$ cat config.mk
export PLATFORM = sky130hd
export DESIGN_NAME = cp0_regs
export DESIGN_NICKNAME = d
export VERILOG_FILES = /design/src/rtl/cp0_regs.sv
export SDC_FILE = /design/constraint.sdc
export NUM_CORES = 1
export LEC_CHECK = 0
export CAP_MARGIN = 0
export CORE_UTILIZATION = 46
export CTS_BUF_LIST = sky130_fd_sc_hd__clkbuf_8
export CTS_CLUSTER_SIZE = 12
export DETAILED_ROUTE_END_ITERATION = 7
export PLACE_DENSITY = 0.83
export SYNTH_ARGS = -nofsm -noshare
export SYNTH_HDL_FRONTEND = slang
export SYNTH_SLANG_ARGS = --single-unit
export TNS_END_PERCENT = 10
$ cat constraint.sdc
create_clock -name clk -period 1.65 [get_ports clk]
set_input_delay 0.2475 -clock clk [delete_from_list [all_inputs] [get_ports clk]]
set_output_delay 0.2475 -clock clk [all_outputs]
set_load 0.01 [all_outputs]
$ cat src/rtl/cp0_regs.sv
// Coprocessor-0 register file: Status, Cause, EPC, PRId, exception entry and eret updates.
// Optional Count/Compare timer is built when CP0_TIMER_EN is defined.
module cp0_regs #(
    parameter logic [31:0] EXC_VECTOR   = 32'h0040_0004,
    parameter logic [31:0] STATUS_RESET = 32'h0000_0000,
    parameter logic [31:0] PRID_VALUE   = 32'h0000_0054
) (
    input  logic        clk,
    input  logic        reset,
    input  logic        mfc0,
    input  logic        mtc0,
    input  logic [31:0] pc,
    input  logic [4:0]  rd,
    input  logic [31:0] wdata,
    input  logic        exception,
    input  logic        eret,
    input  logic [4:0]  cause,
    output logic [31:0] rdata,
    output logic [31:0] status,
    output logic [31:0] exc_addr,
    output logic        timer_irq
);

    localparam logic [4:0] RegCount   = 5'd9;
    localparam logic [4:0] RegCompare = 5'd11;
    localparam logic [4:0] RegStatus  = 5'd12;
    localparam logic [4:0] RegCause   = 5'd13;
    localparam logic [4:0] RegEpc     = 5'd14;
    localparam logic [4:0] RegPrid    = 5'd15;

    logic [31:0] status_q, status_d;
    logic [31:0] epc_q, epc_d;
    logic [4:0]  exc_code_q, exc_code_d;
    logic        ip7;
    logic [31:0] cause_word;
    logic [31:0] count_word;
    logic [31:0] compare_word;
    logic        wr_en;

    // A write only lands when no exception or eret claims the cycle.
    assign wr_en = mtc0 & ~exception & ~eret;

    always_comb begin
        status_d   = status_q;
        epc_d      = epc_q;
        exc_code_d = exc_code_q;
        if (exception) begin
            epc_d      = pc;
            exc_code_d = cause;
            status_d   = {status_q[26:0], 5'b0};
        end else if (eret) begin
            status_d = {5'b0, status_q[31:5]};
        end else if (mtc0) begin
            case (rd)
                RegStatus: status_d   = wdata;
                RegCause:  exc_code_d = wdata[6:2];
                RegEpc:    epc_d      = wdata;
                default:   ;
            endcase
        end
    end

    always_ff @(posedge clk) begin
        if (reset) begin
            status_q   <= STATUS_RESET;
            epc_q      <= 32'h0;
            exc_code_q <= 5'h0;
        end else begin
            status_q   <= status_d;
            epc_q      <= epc_d;
            exc_code_q <= exc_code_d;
        end
    end

`ifdef CP0_TIMER_EN
    logic [31:0] count_q, count_d;
    logic [31:0] compare_q, compare_d;
    logic        ip7_q, ip7_d;

    always_comb begin
        count_d   = count_q + 32'd1;
        compare_d = compare_q;
        ip7_d     = ip7_q;
        if (count_q == compare_q && compare_q != 32'h0) begin
            ip7_d = 1'b1;
        end
        if (wr_en) begin
            case (rd)
                RegCount:   count_d = wdata;
                RegCause:   ip7_d   = wdata[15];
                // Writing Compare acknowledges the interrupt, even against a same-cycle match.
                RegCompare: begin
                    compare_d = wdata;
                    ip7_d     = 1'b0;
                end
                default:    ;
            endcase
        end
    end

    always_ff @(posedge clk) begin
        if (reset) begin
            count_q   <= 32'h0;
            compare_q <= 32'h0;
            ip7_q     <= 1'b0;
        end else begin
            count_q   <= count_d;
            compare_q <= compare_d;
            ip7_q     <= ip7_d;
        end
    end

    assign ip7          = ip7_q;
    assign count_word   = count_q;
    assign compare_word = compare_q;
    assign timer_irq    = ip7_q & status_q[15] & status_q[0];
`else
    assign ip7          = 1'b0;
    assign count_word   = 32'h0;
    assign compare_word = 32'h0;
    assign timer_irq    = 1'b0;
`endif

    assign cause_word = {16'h0, ip7, 8'h0, exc_code_q, 2'b00};

    always_comb begin
        rdata = 32'h0;
        if (mfc0) begin
            case (rd)
                RegCount:   rdata = count_word;
                RegCompare: rdata = compare_word;
                RegStatus:  rdata = status_q;
                RegCause:   rdata = cause_word;
                RegEpc:     rdata = epc_q;
                RegPrid:    rdata = PRID_VALUE;
                default:    rdata = 32'h0;
            endcase
        end
    end

    assign status   = status_q;
    assign exc_addr = eret ? epc_q : EXC_VECTOR;

endmodule

==> impl_metrics.env, run 1 <==
export IMPL_status="complete, no violations"
export IMPL_rows=36
export IMPL_placed_cell_area_um2=6940
export IMPL_slew_viol_final=0
export IMPL_fmax_mhz=614
export IMPL_switching_share_pct=31.7
export IMPL_synth_warning_count=0
export IMPL_insertion_delay_ns=0.34
export IMPL_die_w_um=103
export IMPL_pwr_density_cell_nw_per_um2=599
export IMPL_port_buffers=175
export IMPL_dr_pass1_iters=5
export IMPL_ys_async_sr_fraction_pct=0
export IMPL_synth_most_common_cell="dfxtp_1"
export IMPL_yosys_area_share_simple_pct=24.6
export IMPL_synthTopCellsByArea="dfxtp_1 (29%), mux2i_1 (9.8%), a211oi_1 (6.7%)"
export IMPL_syn_avg_cell_area_um2=8.52
export IMPL_synthAdderAreaFrac_pct=0
export IMPL_power_mw=4.46
export IMPL_p_sw_mw=1.41
export IMPL_synth_edf_count=0
export IMPL_ys_seq_area_share_pct=29.3
export IMPL_syn_area_um2=4720
export IMPL_combPwrFrac_pct=28.4
export IMPL_synth_main_ff_cell="dfxtp_1"
export IMPL_yosysUniqueCellTypes=41
export IMPL_clkPwrFrac_pct=29.4
export IMPL_start_kind="flip-flop"
export IMPL_antenna_found_initial=1
export IMPL_final_area_um2=7450
export IMPL_cts_tree="built"
export IMPL_gp_congestion=0.913
export IMPL_core_area_um2=9860
export IMPL_p_leak_nw=3.37
export IMPL_totalWireLength_um=17800
export IMPL_cts_root_buf="clkbuf_8"
export IMPL_setup_violations=0
export IMPL_nets=836
export IMPL_synth_compound_area_share_pct=24.8
export IMPL_hold_viol=0
export IMPL_fin_crit_sh_pct=98.7
export IMPL_worst_pin_slew_ns=0.619
export IMPL_synth_nets=634
export IMPL_clk_pin_slew_ns=0.09
export IMPL_antennaDiodeCount=0
export IMPL_postCtsHoldBufs=0
export IMPL_whs_ns=0.399
export IMPL_grt_max_degree=38
export IMPL_area_growth_pct=57.9
export IMPL_die_area_um2=10700
export IMPL_critPathArrivalTime_ns=1.38
export IMPL_overflow=0
export IMPL_synthXorXnorAreaFrac_pct=0
export IMPL_relSlewSlack_pct=58.4
export IMPL_synth_top_cell_by_area="dfxtp_1"
export IMPL_skew_ns=0.00404
export IMPL_hpwlAfterDp_um=12700
export IMPL_power_frac_seq_pct=42.3
export IMPL_drv_cap=0
export IMPL_via_per_inst=5.91
export IMPL_dp_slack_ns=-0.609
export IMPL_vias=5284
export IMPL_htreeDepth=3
export IMPL_critPathCaptureType="output port"
export IMPL_setup_ws_ns=0.0209
export IMPL_rsz0062_at_grt="true"
export IMPL_synth_seq_cells=69
export IMPL_cts_sinks=69
export IMPL_regToRegSetupSlack_ns=0.29
export IMPL_clockBufferDepth=2
export IMPL_path_class="flip-flop to output port"
export IMPL_timing_final_crit_period_ns=1.63
export IMPL_drive_gt1_share_pct=28.1
export IMPL_worstPathRequired_ns=1.40
export IMPL_cp_max_fo=3
export IMPL_drtIter0Drc=449
export IMPL_wl_per_cell_um=19.9
export IMPL_internal_power_mw=3.05
export IMPL_synth_common_cells="dfxtp_1 (69), nor2_1 (58), mux2i_1 (46)"
export IMPL_ant_nets=0
export IMPL_drc=0
export IMPL_initial_utilization_pct=47.9
export IMPL_vdd_drop_max_v=0.000339
export IMPL_dp_cells=873
export IMPL_hold_path_class="input port to flip-flop"
export IMPL_synth_top_family_by_area="compound AO/OA/AOI/OAI gates"
export IMPL_synthMuxAreaShare_pct=14.5
export IMPL_die_h_um=103
export IMPL_synthCells=554
export IMPL_grt_pass1_wl_um=26900
export IMPL_pin_count=177
export IMPL_tritoncts_num_buffers=9
export IMPL_synth_top_area_share_pct=29.3
export IMPL_grt_pass1_vias=4943
export IMPL_fin_cells=894
export IMPL_gr_usage_all_layers_pct=33.8
==> flip-flops by register name (all words and copies together) (netlist names) <==
signal and cells:
exc_code_q 5, status 32, epc_q 32
==> logic make-up after synthesis <==
| kind of cell | after synthesis |
|---|---|
| and+or+nand+nor | 215 |
| AOI/OAI and AO/OA | 138 |
| DFF | 69 |
| muxes | 66 |
| buffers and inverters | 65 |
| other | 1 |
==> repair_timing <==
action                                  CTS  global route
gates resized for setup                 185            71
endpoints found under the setup margin   77            92
cloned                                    3             0
pin swaps                                24             7
setup buffers                             1             1
==> power groups by stage <==
stage	combinational, mW	clock (mW)	sequential (mW)
detailed placement	1.20	0	1.91
global placement	1.18	0	1.91
floorplan	0.583	0	1.90
CTS	1.25	1.31	1.88
global route	1.35	1.41	1.90
finish	1.27	1.31	1.88
==> final timing paths <==
path              startpoint      endpoint  depth (start not counted)
setup / recovery   epc_q[31]  exc_addr[31]                          2
hold / removal         reset     epc_q[11]                          2
setup reg to reg   status[5]    status[10]                          4
hold reg to reg    epc_q[17]     epc_q[17]                          2
==> per-layer routing <==
metal  up-vias  track usage, %  wire length (µm)
met3        27            5.58              1270
met4         2            10.8               341
li1       2445               -                 -
met1      2531            43.8              7570
met5         -               0                12
met2       279            57.3              8620
==> cell usage in the layout, fill, tap and decap left out, types with 7 or more instances in the layout <==
master	synthesis	routed
nor2_2	3	15
clkbuf_8	0	10
buf_12	0	7
a21oi_1	12	12
buf_4	6	60
a2111oi_0	17	13
dfxtp_1	69	49
nor3_1	13	13
nor2_4	0	12
mux2_1	13	13
dlymetal6s2s_1	0	31
mux2i_1	46	45
nor2_1	58	34
buf_6	3	14
nand2_1	29	29
a211oi_1	42	42
a2111oi_1	5	8
nor2b_1	31	30
nand2b_1	25	24
mux2_2	7	7
and3b_1	13	13
dfxtp_2	0	19
dlygate4sd2_1	0	8
buf_2	24	18
clkdlybuf4s50_1	0	102
and2_1	31	31
o211ai_1	10	10
a2111oi_2	20	21
==> layout make-up <==
class | instances | area [µm²]
multi-input combinational | 420 | 3230
timing repair buffer | 249 | 2440
fill | 697 | 2410
sequential | 69 | 1410
tap | 133 | 166
clock buffer | 10 | 138
clock inverter | 6 | 46.3
inverter | 7 | 26.3
==> worst max-delay path: stages (launching register included) <==
cell and delay (ns):
dfxtp_1 0.37, and2_1 0.14, clkdlybuf4s50_1 0.53
==> through the flow <==
step,utilization [%],setup TNS (ns)
finish,75.6,0
global route,75.6,-0.0820
CTS,73.8,-0.0333
detailed placement,70.3,-41.64
global placement,70.3,-37.96
floorplan,-,0
(Power assumes the default switching activity.)
==> run 2, diff against run 1 <==
--- a/config.mk
+++ b/config.mk
@@ -5,6 +5,7 @@
 export SDC_FILE = /design/constraint.sdc
 export NUM_CORES = 1
 export LEC_CHECK = 0
+export ABC_AREA = 1
 export CAP_MARGIN = 0
 export CORE_UTILIZATION = 46
 export CTS_BUF_LIST = sky130_fd_sc_hd__clkbuf_8
==> run 2 against run 1 <==
Compared with the run above:
- sequential power up 2%
- synthesized cell count up 48%
- synthesized area down 0.34%
- clock power up 23%
- combinational power up 18%
- core utilization up 0.49 points
==> impl_metrics.env, run 2 <==
export IMPL_status="complete, no violations"
export IMPL_reg2reg_depth=6
export IMPL_yosysUniqueCellTypes=24
export IMPL_cts_root_buf="clkbuf_8"
export IMPL_cts_sinks=69
export IMPL_synthXorXnorAreaFrac_pct=0
export IMPL_antenna_found_initial=0
export IMPL_slew_viol_final=0
export IMPL_fin_crit_sh_pct=99.1
export IMPL_synthAdderAreaFrac_pct=0
export IMPL_drive_gt1_share_pct=19.9
export IMPL_synth_main_ff_cell="dfxtp_1"
export IMPL_clockBufferDepth=2
export IMPL_via_per_inst=5.58
export IMPL_hold_path_class="input port to flip-flop"
export IMPL_path_class="input port to output port"
export IMPL_clk_pin_slew_ns=0.09
export IMPL_synth_compound_area_share_pct=11.7
export IMPL_min_to="status[8]"
export IMPL_drc=0
export IMPL_port_buffers=175
export IMPL_syn_area_um2=4700
export IMPL_skew_ns=0.0120
export IMPL_synthCells=820
export IMPL_yosys_area_share_simple_pct=47.0
export IMPL_gp_congestion=1.04
export IMPL_ys_seq_area_share_pct=29.4
export IMPL_synth_common_cells="nand2_1 (275), nand3_1 (121), nor2_1 (89)"
export IMPL_grt_pass1_wl_um=30200
export IMPL_ant_nets=0
export IMPL_vdd_drop_max_v=0.000535
export IMPL_r2r_end="status[24]"
export IMPL_final_area_um2=7500
export IMPL_gr_usage_all_layers_pct=38.6
export IMPL_grt_pass1_vias=5412
export IMPL_tritoncts_num_buffers=9
export IMPL_cp_max_fo=13
export IMPL_dp_slack_ns=-0.663
export IMPL_setup_ws_ns=0.0146
export IMPL_final_common_cell="nand2_1"
export IMPL_postCtsHoldBufs=0
export IMPL_hold_viol=0
export IMPL_ys_async_sr_fraction_pct=0
export IMPL_start_kind="input port"
export IMPL_pwr_density_cell_nw_per_um2=670
export IMPL_synthTopCellsByArea="dfxtp_1 (29%), nand2_1 (22%), nand3_1 (13%)"
export IMPL_vias=6462
export IMPL_antennaDiodeCount=0
export IMPL_hpwlAfterDp_um=14400
export IMPL_synth_edf_count=0
export IMPL_critPathArrivalTime_ns=1.39
export IMPL_insertion_delay_ns=0.36
export IMPL_drtIter0Drc=603
export IMPL_dr_pass1_iters=6
export IMPL_synthMuxAreaShare_pct=0.851
export IMPL_initial_utilization_pct=47.7
export IMPL_placed_cell_area_um2=6960
export IMPL_synth_top_family_by_area="simple AND/OR/NAND/NOR gates"
export IMPL_seq_area_um2=1420
export IMPL_timing_final_crit_period_ns=1.64
export IMPL_nets=1101
export IMPL_totalWireLength_um=21200
export IMPL_regToRegSetupSlack_ns=0.50
export IMPL_synth_seq_cells=69
export IMPL_setup_violations=0
export IMPL_pin_count=177
export IMPL_fmax_mhz=611
export IMPL_fillerInstances=786
export IMPL_critPathCaptureType="output port"
export IMPL_die_w_um=103
export IMPL_multi_input_area_um2=2910
export IMPL_drv_cap=0
export IMPL_cts_tree="built"
export IMPL_synth_most_common_cell="nand2_1"
export IMPL_r2r_start="status[19]"
export IMPL_die_h_um=103
export IMPL_layout_common_cells="nand2_1 (272), nand3_1 (115), nor2_1 (88), clkdlybuf4s50_1 (88), a21oi_1 (71)"
export IMPL_area_growth_pct=59.5
export IMPL_wl_per_cell_um=18.3
export IMPL_grt_max_degree=61
export IMPL_p_leak_nw=4.23
export IMPL_overflow=0
export IMPL_synth_top_area_share_pct=29.4
export IMPL_synth_nets=900
export IMPL_htreeDepth=3
export IMPL_die_area_um2=10600
export IMPL_synth_top_cell_by_area="dfxtp_1"
export IMPL_worstPathRequired_ns=1.40
export IMPL_core_area_um2=9860
export IMPL_synth_warning_count=0
export IMPL_syn_avg_cell_area_um2=5.74
export IMPL_min_path_cells=5
export IMPL_min_from="exception"
export IMPL_rows=36
run 2: changes by cell type after synthesis, moves of 24 or more:
cell / previous run / this run
inv_1: 5 / 53
nand2_1: 29 / 275
o21ai_0: 4 / 28
a21oi_1: 12 / 79
nor2_1: 58 / 89
nand2b_1: 25 / 0
a211oi_1: 42 / 0
nand3_1: 5 / 121
mux2i_1: 46 / 4
and2_1: 31 / 0
nor2b_1: 31 / 0
run 2: logic make-up after synthesis:
logic type | after synthesis
simple gates | 517
mux | 4
flops | 69
buf+inv | 120
compound gates | 109
other cells | 1
run 2: cell type report:
cell class                      instances  share of cell area, %
Sequential cell                        69                   18.9
Multi-Input combinational cell        631                   38.8
Timing Repair Buffer                  254                   34.3
Clock inverter                          6                   1.15
Tap cell                              133                   2.22
Clock buffer                           10                   1.83
Inverter                               56                   2.80
run 2: power by group:
| part | total (mW) | internal, mW | switching (mW) |
|---|---|---|---|
| Combinational | 1.50 | 0.720 | 0.780 |
| Sequential | 1.92 | 1.80 | 0.120 |
| Clock | 1.61 | 0.893 | 0.719 |
| Total | 5.03 | 3.41 | 1.62 |
run 2: critical path: stages:
cell and delay [ns]:
clkdlybuf4s15_1 0.22, nor2_4 0.21, buf_6 0.15, clkbuf_16 0.16, nand3_1 0.10, a21oi_1 0.14
buf_2 0.15
run 2: through the flow:
stage / instances / setup TNS (ns) / total power, mW / utilization (%) / hold slack [ns]
2_1_floorplan: 820 / 0 / 2.57 / - / 0.465
3_3_place_gp: 1129 / -31.29 / 3.33 / 70.5 / 0.484
3_5_place_dp: 1129 / -32.84 / 3.33 / 70.5 / 0.492
4_1_cts: 1156 / -0.0258 / 4.96 / 73.9 / 0.445
5_1_grt: 1159 / -0.106 / 5.21 / 76.1 / 0.475
6_report: 1159 / 0 / 5.03 / 76.1 / 0.453
run 2: what timing repair did:
item                                    CTS  global route
pin swaps                                15             9
gates resized for setup                 188            77
cloned                                    5             2
setup buffers                             6             2
endpoints found under the setup margin   59            78
run 2: worst max-delay path by stage:
stage,startpoint,end,slack [ns],cells after the start
after floorplan,rd[3],rdata[11],0.25,5
after global placement,rd[0],rdata[4],-0.65,8
after detailed placement,rd[2],rdata[31],-0.66,7
after CTS,status[1],status[1],-0.02,2
after global routing,rd[4],rdata[6],-0.04,9
final,rd[4],rdata[14],0.01,7
run 2: per-layer routing:
metal	routed length [µm]	track usage, %	up-vias
met5	0	0	-
met4	574	10.5	0
met3	2280	9.42	57
met2	9840	60.3	483
met1	8460	53.0	2909
li1	-	-	3013
